[src/rtl/snum_entry_pkg.sv]
// Shared definitions for the decimal entry front-end: FSM encoding and
// decimal constants.
package snum_entry_pkg;

  typedef enum logic [1:0] {
    ST_EMPTY  = 2'd0,
    ST_ENTRY  = 2'd1,
    ST_COMMIT = 2'd2
  } state_e;

  localparam int         DEC_BASE  = 10;
  localparam logic [3:0] DIGIT_MAX = 4'd9;

endpackage

[src/rtl/snum_entry_btn_edge.sv]
// Button conditioner: synchronizer chain followed by a rising-edge detector
// producing a one-cycle press pulse.
module btn_edge #(
  parameter int SYNC_STAGES = 2
) (
  input  logic clk,
  input  logic rst_n,
  input  logic raw_in,
  output logic press
);

  logic [SYNC_STAGES-1:0] sync_q, sync_d;
  logic [SYNC_STAGES-1:0] fill_q, fill_d;
  logic                   prev_q, prev_d;
  logic                   armed_q, armed_d;
  logic                   sync_out;

  // fill_q marks when sync_out carries a real post-reset sample; the detector
  // only arms after it has seen the button released, so a button held through
  // reset cannot fire on release of reset.
  always_comb begin
    sync_d   = SYNC_STAGES'({sync_q, raw_in});
    fill_d   = SYNC_STAGES'({fill_q, 1'b1});
    sync_out = sync_q[SYNC_STAGES-1];
    prev_d   = sync_out;
    armed_d  = armed_q | (fill_q[SYNC_STAGES-1] & ~sync_out);
  end

  always_ff @(posedge clk or negedge rst_n) begin
    if (!rst_n) begin
      sync_q  <= '0;
      fill_q  <= '0;
      prev_q  <= 1'b0;
      armed_q <= 1'b0;
    end else begin
      sync_q  <= sync_d;
      fill_q  <= fill_d;
      prev_q  <= prev_d;
      armed_q <= armed_d;
    end
  end

  assign press = armed_q & sync_out & ~prev_q;

endmodule

[src/rtl/snum_entry.sv]
// Decimal entry front-end: builds a sign-magnitude number from button presses.
//   state     | meaning
//   ST_EMPTY  | no digits yet, sign may be toggled
//   ST_ENTRY  | digits being accepted
//   ST_COMMIT | one cycle after commit, live value is cleared
module snum_entry
  import snum_entry_pkg::*;
#(
  parameter int MAX_DIGITS  = 3,
  parameter int MAX_MAG     = 255,
  parameter int SYNC_STAGES = 2
) (
  input  logic       clk,
  input  logic       rst_n,
  input  logic [3:0] digit,
  input  logic       digit_btn,
  input  logic       sign_btn,
  input  logic       clear_btn,
  input  logic       commit_btn,
  output logic [7:0] live_mag,
  output logic       live_neg,
  output logic [7:0] mag,
  output logic       neg,
  output logic       valid,
  output logic       err,
  output logic [1:0] count
);

  localparam logic [1:0] MAX_CNT   = 2'(MAX_DIGITS);
  localparam logic [9:0] MAX_MAG_W = 10'(MAX_MAG);

  logic digit_ev, sign_ev, clear_ev, commit_ev;

  btn_edge #(.SYNC_STAGES(SYNC_STAGES)) u_digit (
    .clk(clk), .rst_n(rst_n), .raw_in(digit_btn), .press(digit_ev));
  btn_edge #(.SYNC_STAGES(SYNC_STAGES)) u_sign (
    .clk(clk), .rst_n(rst_n), .raw_in(sign_btn), .press(sign_ev));
  btn_edge #(.SYNC_STAGES(SYNC_STAGES)) u_clear (
    .clk(clk), .rst_n(rst_n), .raw_in(clear_btn), .press(clear_ev));
  btn_edge #(.SYNC_STAGES(SYNC_STAGES)) u_commit (
    .clk(clk), .rst_n(rst_n), .raw_in(commit_btn), .press(commit_ev));

  state_e     state_q, state_d;
  logic [7:0] live_mag_q, live_mag_d;
  logic       live_neg_q, live_neg_d;
  logic [7:0] mag_q, mag_d;
  logic       neg_q, neg_d;
  logic       valid_q, valid_d;
  logic       err_q, err_d;
  logic [1:0] count_q, count_d;
  logic [9:0] cand;
  logic       dig_ok;

  always_comb begin
    cand   = {2'b00, live_mag_q} * 10'(DEC_BASE) + {6'b0, digit};
    dig_ok = (digit <= DIGIT_MAX) && (count_q != MAX_CNT) && (cand <= MAX_MAG_W);

    state_d    = state_q;
    live_mag_d = live_mag_q;
    live_neg_d = live_neg_q;
    mag_d      = mag_q;
    neg_d      = neg_q;
    count_d    = count_q;
    valid_d    = 1'b0;
    err_d      = 1'b0;

    case (state_q)
      ST_COMMIT: begin
        live_mag_d = '0;
        live_neg_d = 1'b0;
        count_d    = '0;
        state_d    = ST_EMPTY;
      end
      default: begin
        // Priority: clear > commit > digit > sign; losers are dropped.
        if (clear_ev) begin
          live_mag_d = '0;
          live_neg_d = 1'b0;
          count_d    = '0;
          state_d    = ST_EMPTY;
        end else if (commit_ev) begin
          mag_d   = live_mag_q;
          neg_d   = live_neg_q & (|live_mag_q);
          valid_d = 1'b1;
          state_d = ST_COMMIT;
        end else if (digit_ev) begin
          if (dig_ok) begin
            live_mag_d = cand[7:0];
            count_d    = count_q + 2'd1;
            state_d    = ST_ENTRY;
          end else begin
            err_d = 1'b1;
          end
        end else if (sign_ev) begin
          live_neg_d = ~live_neg_q;
        end
      end
    endcase
  end

  always_ff @(posedge clk or negedge rst_n) begin
    if (!rst_n) begin
      state_q    <= ST_EMPTY;
      live_mag_q <= '0;
      live_neg_q <= 1'b0;
      mag_q      <= '0;
      neg_q      <= 1'b0;
      valid_q    <= 1'b0;
      err_q      <= 1'b0;
      count_q    <= '0;
    end else begin
      state_q    <= state_d;
      live_mag_q <= live_mag_d;
      live_neg_q <= live_neg_d;
      mag_q      <= mag_d;
      neg_q      <= neg_d;
      valid_q    <= valid_d;
      err_q      <= err_d;
      count_q    <= count_d;
    end
  end

  assign live_mag = live_mag_q;
  assign live_neg = live_neg_q;
  assign mag      = mag_q;
  assign neg      = neg_q;
  assign valid    = valid_q;
  assign err      = err_q;
  assign count    = count_q;

endmodule
[config.mk]
export PLATFORM = sky130hd
export DESIGN_NAME = snum_entry
export DESIGN_NICKNAME = d
export VERILOG_FILES = /design/src/rtl/snum_entry_pkg.sv /design/src/rtl/snum_entry_btn_edge.sv /design/src/rtl/snum_entry.sv
export SDC_FILE = /design/constraint.sdc
export NUM_CORES = 1
export LEC_CHECK = 0
export ABC_AREA = 1
export BUFFER_PORTS_ARGS = -buffer_cell sky130_fd_sc_hd__buf_2
export CORE_MARGIN = 3
export CORE_UTILIZATION = 30
export DETAILED_ROUTE_END_ITERATION = 10
export GPL_ROUTABILITY_DRIVEN = 0
export SLEW_MARGIN = 10
export SYNTH_ARGS = -nofsm -noshare
export SYNTH_HDL_FRONTEND = slang
export SYNTH_SLANG_ARGS = --single-unit
[constraint.sdc]
create_clock -name clk -period 3.9 [get_ports clk]
set_input_delay 0.39 -clock clk [delete_from_list [all_inputs] [get_ports clk]]
set_output_delay 0.39 -clock clk [all_outputs]
set_load 0.005 [all_outputs]
# --- Word level (Yosys, flattened, before mapping) ---
# Index checks and enable logic that the tools add are counted.
totals:
  register_bits: 48
  latchBits: 0
  ramBits: 0
  romBits: 0
  out_inout_bits: 22
  word_cells: 101
  mem_count: 0
classes:
  addsub: 2
  multipliers: 1
  div: 0
  magnitude_cmp: 2
  n_eq_ne: 4
  shifts: 0
  mux: 28
  bitwise: 28
  n_reduce_logical: 12
ops:
  columns: ["cell", "n"]
  rows:
  - ["$mux W8", 5]
  - ["$mux W2", 10]
  - ["$and A1 B1 Y1", 13]
  - ["$mux W1", 13]
  - ["$not A1 Y1", 11]
  - ["$add A10 B4 Y10", 1]
  - ["$le A10 B8 Y1 const B", 1]
  - ["$mul A8 B3 Y9 const B", 1]
  - ["$reduce_and A3 Y1", 3]
  - ["$reduce_bool A3 Y1", 3]
  - ["$reduce_bool A4 Y1", 2]
  - ["$reduce_or A8 Y1", 1]
  - ["$le A4 B4 Y1 const B", 1]
  - ["$or A1 B1 Y1", 4]
  - ["$ne A3 B1 Y1 const B", 1]
  - ["$ne A3 B2 Y1 const B", 1]
  - ["$add A2 B1 Y2 const B", 1]
  - ["$eq A2 B2 Y1 const B", 1]
  - ["$logic_and A1 B1 Y1", 2]
  - ["$ne A2 B2 Y1 const B", 1]
  - ["$reduce_and A2 Y1", 1]

# --- Longest topological paths before layout ---
# Gate-level depths: netlist (run 1).
depth:
  word_depth: 9
  mapped_depth: 15
  mapped_depth_nobuf: 14

# --- Modules after synthesis ---
# A second synthesis (run 1) with hierarchy kept.
hier_totals:
  cells_unflattened: 258
  hier_area_um2: 2314.7
modules_own_cells:
  columns: ["mod", "instances", "cells_each", "area_each_um2", "seq_area_each_um2"]
  rows:
  - ["snum_entry", 1, 206, 1599.0, 600.6]
  - ["btn_edge", 4, 13, 178.9, 150.1]

# --- Least setup slack after synthesis (run 1) ---
# OpenSTA, ideal clock, no wires.
synth_path:
  path_type: "register to register"
  from: "register live_mag_q[1], in the netlist live_mag[1]"
  to: "register count_q[0], in the netlist count[0]"
  arrival_time_ns: 2.436
  path_slack_ns: 1.346
  path_stages_with_launch: 16
  n_path_buf: 1
  period_less_slack_ns: 2.554
  cell_sequence: "dfrtp_1 > ha_1 > ha_1 > fa_1 > nand2_1 > inv_1 > nand3_2 > nor2_2 > nand3_1 > nor2_1 > nand2_1 > nand2_2 > nand3_2 > buf_6 > nand3_1 > nand2_1"
synth_between:
  elab_chain_cells: 6
synth_lines:
  columns: ["element", "line", "text"]
  rows:
  - ["from (decl)", "snum_entry.sv:44", "logic [7:0] live_mag_q, live_mag_d;"]
  - ["from (signal assigned)", "snum_entry.sv:113", "live_mag_q <= live_mag_d;"]
  - ["$mul A8 B3 Y9", "snum_entry.sv:55", "cand = {2'b00, live_mag_q} * 10'(DEC_BASE) + {6'b0, digit};"]
  - ["$add A10 B4 Y10", "snum_entry.sv:55", null]
  - ["$le A10 B8 Y1", "snum_entry.sv:56", "dig_ok = (digit <= DIGIT_MAX) && (count_q != MAX_CNT) && (cand <= MAX_MAG_W);"]
  - ["$logic_and A1 B1 Y1", "snum_entry.sv:56", null]
  - ["$reduce_bool A3 Y1 (no source line)", null, null]
  - ["$reduce_and A3 Y1 (no source line)", null, null]
  - ["to (signal assigned)", "snum_entry.sv:119", "count_q <= count_d;"]
  - ["to (decl)", "snum_entry.sv:50", "logic [1:0] count_q, count_d;"]
# Every way passes these cells.
# A chain may end at the register's enable or synchronous reset.

# --- Final worst setup path (run 1) ---
layout_path:
  from: "register live_mag_q[1], in the netlist live_mag[1]"
  to: "register count_q[1], in the netlist count[1]"
# Same word-level chain as after synthesis.

==> metrics.cfg, run 1 <==
[status]
outcome = completed

[timing]
fin_skew_ns = 0.00498
rsz0062_at_grt = false
setup_tns_ns = 0
timing.slew.headroom = 0.389
hold_ws_ns = 0.194
finalWorstSetupSlack_ns = 0.777
worstMarginPinSlew_ns = 0.916
fin_crit_sh = 0.801
setup_viol = 0
max_freq_mhz = 320
hold_viol_final = 0
finalCriticalPeriod_ns = 3.12
drv_slew = 0

[cts]
clkSlewWorstSetupHoldPaths_ns = 0.08
root_buffer = clkbuf_8
clockBufferDepth = 2
h-tree-depth = 2
cts_resized = 0
numCtsBuffers = 5
hold_buffers = 0
cts_tree = yes
cts_setup_buffers = 0
worstSkewPairLatency_ns = 0.29
numClockSinks = 42

[final_layout]
area_growth_pct = 17.9
nFillCells = 726
diodes = 0
layout.nets = 301
drive_gt1_frac = 0.175
final_area_mm2 = 0.00252
sequential_cell_area_mm2 = 0.00105
multi_input_area_um2 = 942

[worst_setup_path]
critPathKind = register to register
rr_worst_depth = 14
critical-path-max-stage-delay_ns = 0.53
worstPathMaxFanout = 13
endpoint_kind = register
worst_path_dominant_cell_family = simple AND/OR/NAND/NOR gates
crit_path_top_delay_cell = fa_1
r2r-start = live_mag[1]
crit_required_ns = 4.08
cp_cell_sequence = ha_1, ha_1, fa_1, nand2_1, inv_1, nand3_2, nor2_1, nand2_1, nand2_1, nand2_1, nor2_2, nand3_2, nand3_1, nand2_1
startpoint_type = register
cp_common_cell = nand2_1
worst-path-buf-inv = 1
reg2reg_slack_ns = 0.78
r2r_end = count[1]
critical_path_arrival_ns = 3.31

[floorplanning]
num_rows = 30
start_util = 0.312
core_area_mm2 = 0.00687
die_w_um = 90.5
ios = 32
fp.dieArea_mm2 = 0.00819
die_y_um = 90.5

[drt]
drtPass1Iterations = 4
route.met2.wl_mm = 1.79
routed-wl-met3_um = 223
maxUsedRoutingLayer = met4
vias_per_cell = 4.41
wl_met1_mm = 2.31
wl_per_cell_um = 11.8
vias = 1637
drt_iter0_drc = 118
ant_nets = 0
finalWirelength_mm = 4.37
drc = 0

[synth]
avgSynthCellArea_um2 = 8.88
synth_nets = 268
yosysWarnings = 0
synth_cell_type_count = 28
synth.largest_area_cell = dfrtp_1
seq_area_frac_synth = 0.491
netlist_area_mm2 = 0.00214
synth.ff_latch_count = 42
syn_inst = 241
synth_area_leaders = dfrtp_1, nand2_1, ha_1, inv_1, nand3_1
synth.top_cell.area_share = 0.491

[pwr]
pwr_density_cell_mw_per_mm2 = 440
p_leak_nw = 1.41
ir_drop_mv = 0.150
total_power_w = 0.00111

[place]
dp_slack_ns = 0.770
place_area_mm2 = 0.00238
io_buffers = 31
dp_hpwl_mm = 3.21

[grt]
grt_pass1_wl_mm = 7.68
grt_overflow = 0
gr-usage-all-layers = 0.113
grt_max_degree = 43
grt_pass1_vias = 1655
grt_antenna_before_repair = 0

[worst_hold_path]
hp-class = input port to register
whs_path_depth = 1
hold_end = u_clear.sync_q[0]
hold_start = clear_btn

[job]
cap_violations = 0

-- worst register-to-register path: stages, from the launching register on --
cell and delay, ns:
dfrtp_1 0.46, ha_1 0.33, ha_1 0.25, fa_1 0.53, nand2_1 0.07, inv_1 0.07
nand3_2 0.09, nor2_1 0.11, nand2_1 0.07, nand2_1 0.06, nand2_1 0.06, nor2_2 0.38
nand3_2 0.32, nand3_1 0.16, nand2_1 0.06
-- report_power, final --
| group | switching (W) | total (W) | internal [W] |
|---|---|---|---|
| clock network | 0.000146 | 0.000419 | 0.000273 |
| registers | 0.0000300 | 0.000499 | 0.000469 |
| logic | 0.000119 | 0.000192 | 0.0000735 |
-- placed cells by master (no fill, tap or decap) --
cell        n
a21oi_1     5
a21oi_2     1
buf_2      31
bufinv_16   2
clkbuf_8    6
clkinv_1    1
conb_1      1
dfrtp_1    42
fa_1        2
ha_1       15
inv_1      29
nand2_1    68
nand2_2     2
nand3_1    20
nand3_2     3
nand3b_1    1
nand4_1    12
nor2_1     11
nor2_2      3
nor3_1      1
nor4_1      2
o21a_1      1
o21ai_0     6
o21bai_1    3
o22ai_1     1
xnor2_1     4
xor2_1      2
-- state kept, by name, summed over array words and instances (netlist names), 2 cells and up --
signal	cells
u_clear.sync_q	2
u_sign.sync_q	2
u_commit.sync_q	2
u_digit.sync_q	2
count	2
mag	8
state_q	2
live_mag	8
-- per-stage QoR --
| step | std cells | utilization |
|---|---|---|
| 4_1_cts | 371 | 0.367 |
| 5_1_grt | 371 | 0.367 |
| 3_5_place_dp | 363 | 0.347 |
| 3_3_place_gp | 363 | 0.347 |
| 6_report | 371 | 0.367 |
| 2_1_floorplan | 241 | - |
-- area by class of cell --
type,count,share of cell area
inverter,30,0.0446
multi-input combinational,164,0.373
timing repair buffer,31,0.0615
sequential,42,0.416
clock inverter,2,0.0238
tap,96,0.0476
clock buffer,6,0.0327
-- routing by layer --
layer / up-vias / global-route usage
met2: 39 / 0.167
met3: 5 / 0.0283
met5: - / 0
met4: 0 / 0.0306
li1: 848 / -
met1: 745 / 0.162
-- cells in the mapped netlist, drive strengths merged --
library cell,n
nand3,23
nand4,12
o21a,1
ha,15
xnor2,4
o22ai,1
nand3b,1
conb,1
fa,2
nor2,14
o21ai,6
inv,29
a21oi,6
clkbuf,1
nor4,2
buf,4
nand2,70
clkinv,1
nor3,1
dfrtp,42
xor2,2
o21bai,3
-- worst max-delay path by stage --
stage / from / end / slack (ns) / cells past startpoint
final: live_mag[1] / count[1] / 0.78 / 14
after CTS: live_mag[1] / count[1] / 0.76 / 14
after global routing: live_mag[1] / live_mag[6] / 0.45 / 14
after floorplan: live_mag[1] / count[0] / 1.35 / 15
after detailed placement: live_mag[1] / count[1] / 0.77 / 14
after global placement: live_mag[1] / live_mag[0] / 0.85 / 14
-- kinds of logic (layout without fill, tap and decap cells) --
kind of cell,after synthesis,in the layout,share of synthesized area
AOI/OAI and AO/OA,17,17,0.0468
other,1,1,0.00175
DFF,42,42,0.491
xor gates and xnor gates,6,6,0.0245
and+or+nand+nor,123,123,0.261
adders and majority gates,17,17,0.106
buffers and inverters,35,69,0.0690
Power figures use the tool's default switching activity.
==> run 2, diff against run 1 <==
- clock period: 3.9 -> 2.6 ns (I/O delays scaled with it)
==> metrics.cfg, run 2 (synthesis results as in run 1) <==
[status]
outcome = completed  ; unchanged

[timing]
drv_slew = 0  ; unchanged
finalCriticalPeriod_ns = 2.52  ; was 3.12 ns
fin_skew_ns = 0.00378  ; was 0.00498 ns
fin_crit_sh = 0.970  ; was 0.801
setup_viol = 0  ; unchanged
timing.slew.headroom = 0.388  ; was 0.389
worstMarginPinSlew_ns = 0.918  ; was 0.916 ns
hold_viol_final = 0  ; unchanged
max_freq_mhz = 396  ; was 320 MHz
rsz0062_at_grt = true  ; was false

[cts]
numClockSinks = 42  ; unchanged
numCtsBuffers = 5  ; unchanged
cts_tree = yes  ; unchanged
root_buffer = clkbuf_8  ; unchanged
hold_buffers = 0  ; unchanged
clkSlewWorstSetupHoldPaths_ns = 0.08  ; about the same
h-tree-depth = 2  ; unchanged
worstSkewPairLatency_ns = 0.28  ; was 0.29 ns
clockBufferDepth = 2  ; unchanged

[worst_setup_path]
reg2reg_slack_ns = 0.08  ; was 0.78 ns
critical_path_arrival_ns = 2.70  ; was 3.31 ns
critPathKind = register to register  ; unchanged
crit_required_ns = 2.78  ; was 4.08 ns
r2r_end = live_mag[5]  ; was count[1]
endpoint_kind = register  ; unchanged
worstSetupStartpoint = live_mag[2]  ; was live_mag[1]
cp-endpoint = live_mag[5]  ; was count[1]
worstPathMaxFanout = 10  ; was 13
startpoint_type = register  ; unchanged
r2r-start = live_mag[2]  ; was live_mag[1]
rr_worst_depth = 14  ; unchanged

[drt]
drtPass1Iterations = 4  ; unchanged
finalWirelength_mm = 4.70  ; was 4.37 mm
vias_per_cell = 4.42  ; was 4.41
ant_nets = 0  ; unchanged
wl_per_cell_um = 12.1  ; was 11.8 µm
vias = 1719  ; was 1637
drc = 0  ; unchanged
drt_iter0_drc = 89  ; was 118

[floorplanning]
num_rows = 30  ; unchanged
core_area_mm2 = 0.00687  ; unchanged
fp.dieArea_mm2 = 0.00819  ; unchanged
ios = 32  ; unchanged
die_y_um = 90.5  ; unchanged
start_util = 0.312  ; unchanged
die_w_um = 90.5  ; unchanged

[place]
dp_hpwl_mm = 3.45  ; was 3.21 mm
io_buffers = 31  ; unchanged
place_area_mm2 = 0.00249  ; was 0.00238 mm²

[grt]
grt_pass1_wl_mm = 7.80  ; was 7.68 mm
grt_antenna_before_repair = 0  ; unchanged
grt_max_degree = 43  ; unchanged
grt_pass1_vias = 1635  ; was 1655
grt_overflow = 0  ; unchanged
gr-usage-all-layers = 0.115  ; was 0.113

[final_layout]
layout_common_cells = nand2_1, dfrtp_1, buf_2, inv_1, nand3_1  ; unchanged
layout.nets = 319  ; was 301
layout_commonest_cell = nand2_1  ; unchanged
multi_input_area_mm2 = 0.00105  ; was 942 µm²
area_growth_pct = 27.1  ; was 17.9%
final_area_mm2 = 0.00272  ; was 0.00252 mm²
drive_gt1_frac = 0.263  ; was 0.175
nFillCells = 705  ; was 726
utilization = 0.396  ; was 0.367
sequential_cell_area_mm2 = 0.00105  ; about the same
diodes = 0  ; unchanged

[worst_hold_path]
hp-class = input port to register  ; unchanged
whs_path_depth = 1  ; unchanged

[pwr]
ir_drop_mv = 0.268  ; was 0.150 mV
p_leak_nw = 1.46  ; was 1.41 nW
pwr_density_cell_mw_per_mm2 = 564  ; was 440 mW/mm²

[job]
cap_violations = 0  ; unchanged

==> run 2: changes by cell type in the layout (fill, tap and decap cells not counted), sizes merged <==
cell    delta
buf       +18
bufinv     -2
clkbuf     +1
clkinv     +1
==> run 2: area by class of cell <==
type	count	area share
Clock buffer	7	0.0317
Sequential cell	42	0.387
Tap cell	96	0.0442
Multi-Input combinational cell	164	0.385
Clock inverter	1	0.00184
Inverter	30	0.0414
Timing Repair Buffer	49	0.109
==> run 2: what timing repair did <==
action / CTS / global route
buffers inserted: 0 / 3
resized for setup: 0 / 21
pin swaps: 0 / 11
setup endpoints to repair: 3 / 13
==> run 2: per-layer routing <==
metal / vias to the layer above / GRT usage / wire length, µm
met5: - / 0 / 0
met4: 0 / 0.0230 / 33
met3: 5 / 0.0258 / 278
met2: 47 / 0.171 / 2050
met1: 790 / 0.171 / 2340
li1: 877 / - / -
==> run 2: report_power, final <==
group	internal [W]	total (W)	leakage, nW	switching (W)
sequential	0.000704	0.000739	0.526	0.0000347
combinational	0.000160	0.000374	0.888	0.000214
clock	0.000214	0.000422	0.0482	0.000208
==> run 2: worst max-delay path, stage by stage (launching register included) <==
cell and delay [ns]:
dfrtp_2 0.47, ha_2 0.21, ha_4 0.16, fa_1 0.52, nand2_1 0.08, inv_2 0.07
nand3_4 0.08, nor2_4 0.12, buf_4 0.12, nand3_1 0.08, nand2_1 0.09, nand2_2 0.10
buf_6 0.16, nand4_1 0.09, nand2_1 0.07
==> run 2: metrics by stage <==
step | hold WS, ns | setup TNS (ns) | power, W | setup WS [ns] | cells
detailed placement | 0.336 | -0.0211 | 0.00109 | -0.0114 | 378
CTS | 0.0678 | -0.0311 | 0.00151 | -0.0162 | 386
global route | 0.0619 | -0.175 | 0.00164 | -0.0404 | 389
global placement | 0.332 | 0 | 0.00108 | 0.00654 | 378
floorplan | -0.0356 | 0 | 0.000947 | 0.0464 | 241
finish | 0.0753 | 0 | 0.00153 | 0.0776 | 389
==> run 2: worst min path at each step <==
| stage | start | end | slack (ns) |
|---|---|---|---|
| 2_1_floorplan | rst_n | count[0] | -0.04 |
| 4_1_cts | commit_btn | u_commit.sync_q[0] | 0.07 |
| 5_1_grt | commit_btn | u_commit.sync_q[0] | 0.06 |
| 6_report | digit_btn | u_digit.sync_q[0] | 0.08 |
| 3_5_place_dp | u_clear.sync_q[0] | u_clear.sync_q[1] | 0.34 |
| 3_3_place_gp | u_sign.sync_q[0] | u_sign.sync_q[1] | 0.33 |
==> run 3, diff against run 2 <==
- PLACE_DENSITY: default -> 0.46
==> metrics.cfg, run 3 (synthesis results as in run 1) <==
[status]
outcome = completed  ; unchanged

[drt]
route.met2.wl_mm = 2.15  ; was 2.05 mm
wl_per_cell_um = 12.4  ; was 12.1 µm
drtPass1Iterations = 4  ; unchanged
wl_met1_mm = 2.43  ; was 2.34 mm
vias_per_cell = 4.38  ; was 4.42
ant_nets = 0  ; unchanged
drc = 0  ; unchanged
routed-wl-met3_um = 156  ; was 278 µm
vias = 1689  ; was 1719
drt_iter0_drc = 79  ; was 89
finalWirelength_mm = 4.78  ; was 4.70 mm
maxUsedRoutingLayer = met4  ; unchanged

[job]
cap_violations = 0  ; unchanged

[final_layout]
diodes = 0  ; unchanged
area_growth_pct = 25.3  ; was 27.1%
layout_common_cells = nand2_1, dfrtp_1, buf_2, inv_1, nand3_1  ; unchanged
drive_gt1_frac = 0.241  ; was 0.263
layout_commonest_cell = nand2_1  ; unchanged
layout.nets = 316  ; was 319

[cts]
cts_tree = yes  ; unchanged
h-tree-depth = 2  ; unchanged
clockBufferDepth = 2  ; unchanged
numCtsBuffers = 5  ; unchanged
root_buffer = clkbuf_8  ; unchanged
clkSlewWorstSetupHoldPaths_ns = 0.08  ; about the same
numClockSinks = 42  ; unchanged
worstSkewPairLatency_ns = 0.29  ; was 0.28 ns

[worst_hold_path]
whs_path_depth = 1  ; unchanged
hp-class = input port to register  ; unchanged

[grt]
grt_max_degree = 43  ; unchanged
grt_antenna_before_repair = 0  ; unchanged
grt_pass1_wl_mm = 8.17  ; was 7.80 mm
grt_pass1_vias = 1743  ; was 1635
gr-usage-all-layers = 0.124  ; was 0.115
grt_overflow = 0  ; unchanged

[worst_setup_path]
cp_cell_sequence = ha_4, ha_4, fa_1, nand2_1, inv_1, nand3_2, nor2_4, buf_4, nand3_1, nand2_1, nand2_2, buf_6, nand4_1, nand2_1  ; was ha_2, ha_4, fa_1, nand2_1, inv_2, nand3_4, nor2_4, buf_4, nand3_1, nand2_1, nand2_2, buf_6, nand4_1, nand2_1
critical_path_arrival_ns = 2.69  ; was 2.70 ns
worstSetupStartpoint = live_mag[1]  ; was live_mag[2]
r2r_end = live_mag[1]  ; was live_mag[5]
cp_common_cell = nand2_1  ; unchanged
r2r-start = live_mag[1]  ; was live_mag[2]
critPathKind = register to register  ; unchanged
critical-path-max-stage-delay_ns = 0.55  ; was 0.52 ns
reg2reg_slack_ns = 0.08  ; about the same
crit_required_ns = 2.78  ; about the same
cp-endpoint = live_mag[1]  ; was live_mag[5]
worstPathMaxFanout = 8  ; was 10
crit_path_top_delay_cell = fa_1  ; unchanged
startpoint_type = register  ; unchanged
endpoint_kind = register  ; unchanged
rr_worst_depth = 14  ; unchanged

[floorplanning]
start_util = 0.312  ; unchanged
core_area_mm2 = 0.00687  ; unchanged
ios = 32  ; unchanged
fp.dieArea_mm2 = 0.00819  ; unchanged
die_y_um = 90.5  ; unchanged
num_rows = 30  ; unchanged
die_w_um = 90.5  ; unchanged

[pwr]
p_clk_frac = 0.314  ; was 0.275
p_int_w = 0.00114  ; was 0.00108 W
ir_drop_mv = 0.206  ; was 0.268 mV
switchingPower_w = 0.000454  ; was 0.000456 W
p_leak_nw = 1.47  ; was 1.46 nW
combinationalPowerShare = 0.223  ; was 0.244
pwr_density_cell_mw_per_mm2 = 593  ; was 564 mW/mm²
switching_share = 0.286  ; was 0.297
power.share.sequential = 0.462  ; was 0.481

[timing]
rsz0062_at_grt = true  ; unchanged
hold_ws_ns = 0.0717  ; was 0.0753 ns
timing.slew.headroom = 0.392  ; was 0.388
fin_crit_sh = 0.968  ; was 0.970
max_freq_mhz = 397  ; was 396 MHz
drv_slew = 0  ; unchanged
hold_viol_final = 0  ; unchanged
finalCriticalPeriod_ns = 2.52  ; about the same
worstMarginPinSlew_ns = 0.912  ; was 0.918 ns
setup_viol = 0  ; unchanged
finalWorstSetupSlack_ns = 0.0827  ; was 0.0776 ns
fin_skew_ns = 0.00698  ; was 0.00378 ns

[place]
io_buffers = 31  ; unchanged
dp_hpwl_mm = 3.67  ; was 3.45 mm
dp_slack_ns = -0.0528  ; was -0.0114 ns

run 3: timing repair:
item / 4_1_cts / 5_1_grt
pin swaps: 1 / 5
endpoints found under the hold margin: 0 / 0
gates resized for setup: 2 / 16
endpoints found under the setup margin: 11 / 13
hold buffers: 0 / 0
setup buffers: 0 / 1
cloned: 0 / 0
run 3: final cells by class:
type                       instances  area, µm²
timing repair buffer              46        279
sequential                        42       1050
fill                             718       4190
inverter                          30        113
multi-input combinational        164       1010
tap                               96        120
clock buffer                       7       76.3
clock inverter                     1       30.0
run 3: power by group through the flow:
stage	logic [W]	registers [W]	clock network, W
final	0.000355	0.000736	0.000500
after global routing	0.000411	0.000742	0.000545
after CTS	0.000343	0.000734	0.000515
after detailed placement	0.000341	0.000746	0
after global placement	0.000337	0.000747	0
after floorplan	0.000194	0.000752	0
run 3: critical path, delay by kind of cell, from the launching register on:
kind,cells,cell delay [ns]
fa+ha+maj,3,0.97
flops,1,0.41
buf+inv,3,0.35
simple gates,8,0.70
run 3: worst min-delay path by stage:
stage / startpoint / end / slack (ns)
4_1_cts: commit_btn / u_commit.sync_q[0] / 0.06
5_1_grt: commit_btn / u_commit.sync_q[0] / 0.06
3_5_place_dp: u_commit.sync_q[0] / u_commit.sync_q[1] / 0.33
3_3_place_gp: u_digit.sync_q[0] / u_digit.sync_q[1] / 0.33
6_report: commit_btn / u_commit.sync_q[0] / 0.07
2_1_floorplan: rst_n / count[0] / -0.04
run 3: through the flow:
step / util / power [W] / setup TNS [ns] / area (µm²) / instances
final: 0.391 / 0.00159 / 0 / 2680 / 386
after detailed placement: 0.362 / 0.00109 / -0.359 / 2490 / 377
after global routing: 0.391 / 0.00170 / -1.46 / 2680 / 386
after CTS: 0.378 / 0.00159 / -0.117 / 2590 / 385
after global placement: 0.362 / 0.00108 / -0.0297 / 2490 / 377
after floorplan: - / 0.000947 / 0 / 2140 / 241
run 3: routing by layer:
layer | vias up | global-route usage
li1 | 880 | -
met4 | 0 | 0.0383
met3 | 4 | 0.0225
met1 | 773 | 0.166
met2 | 32 | 0.204
met5 | - | 0
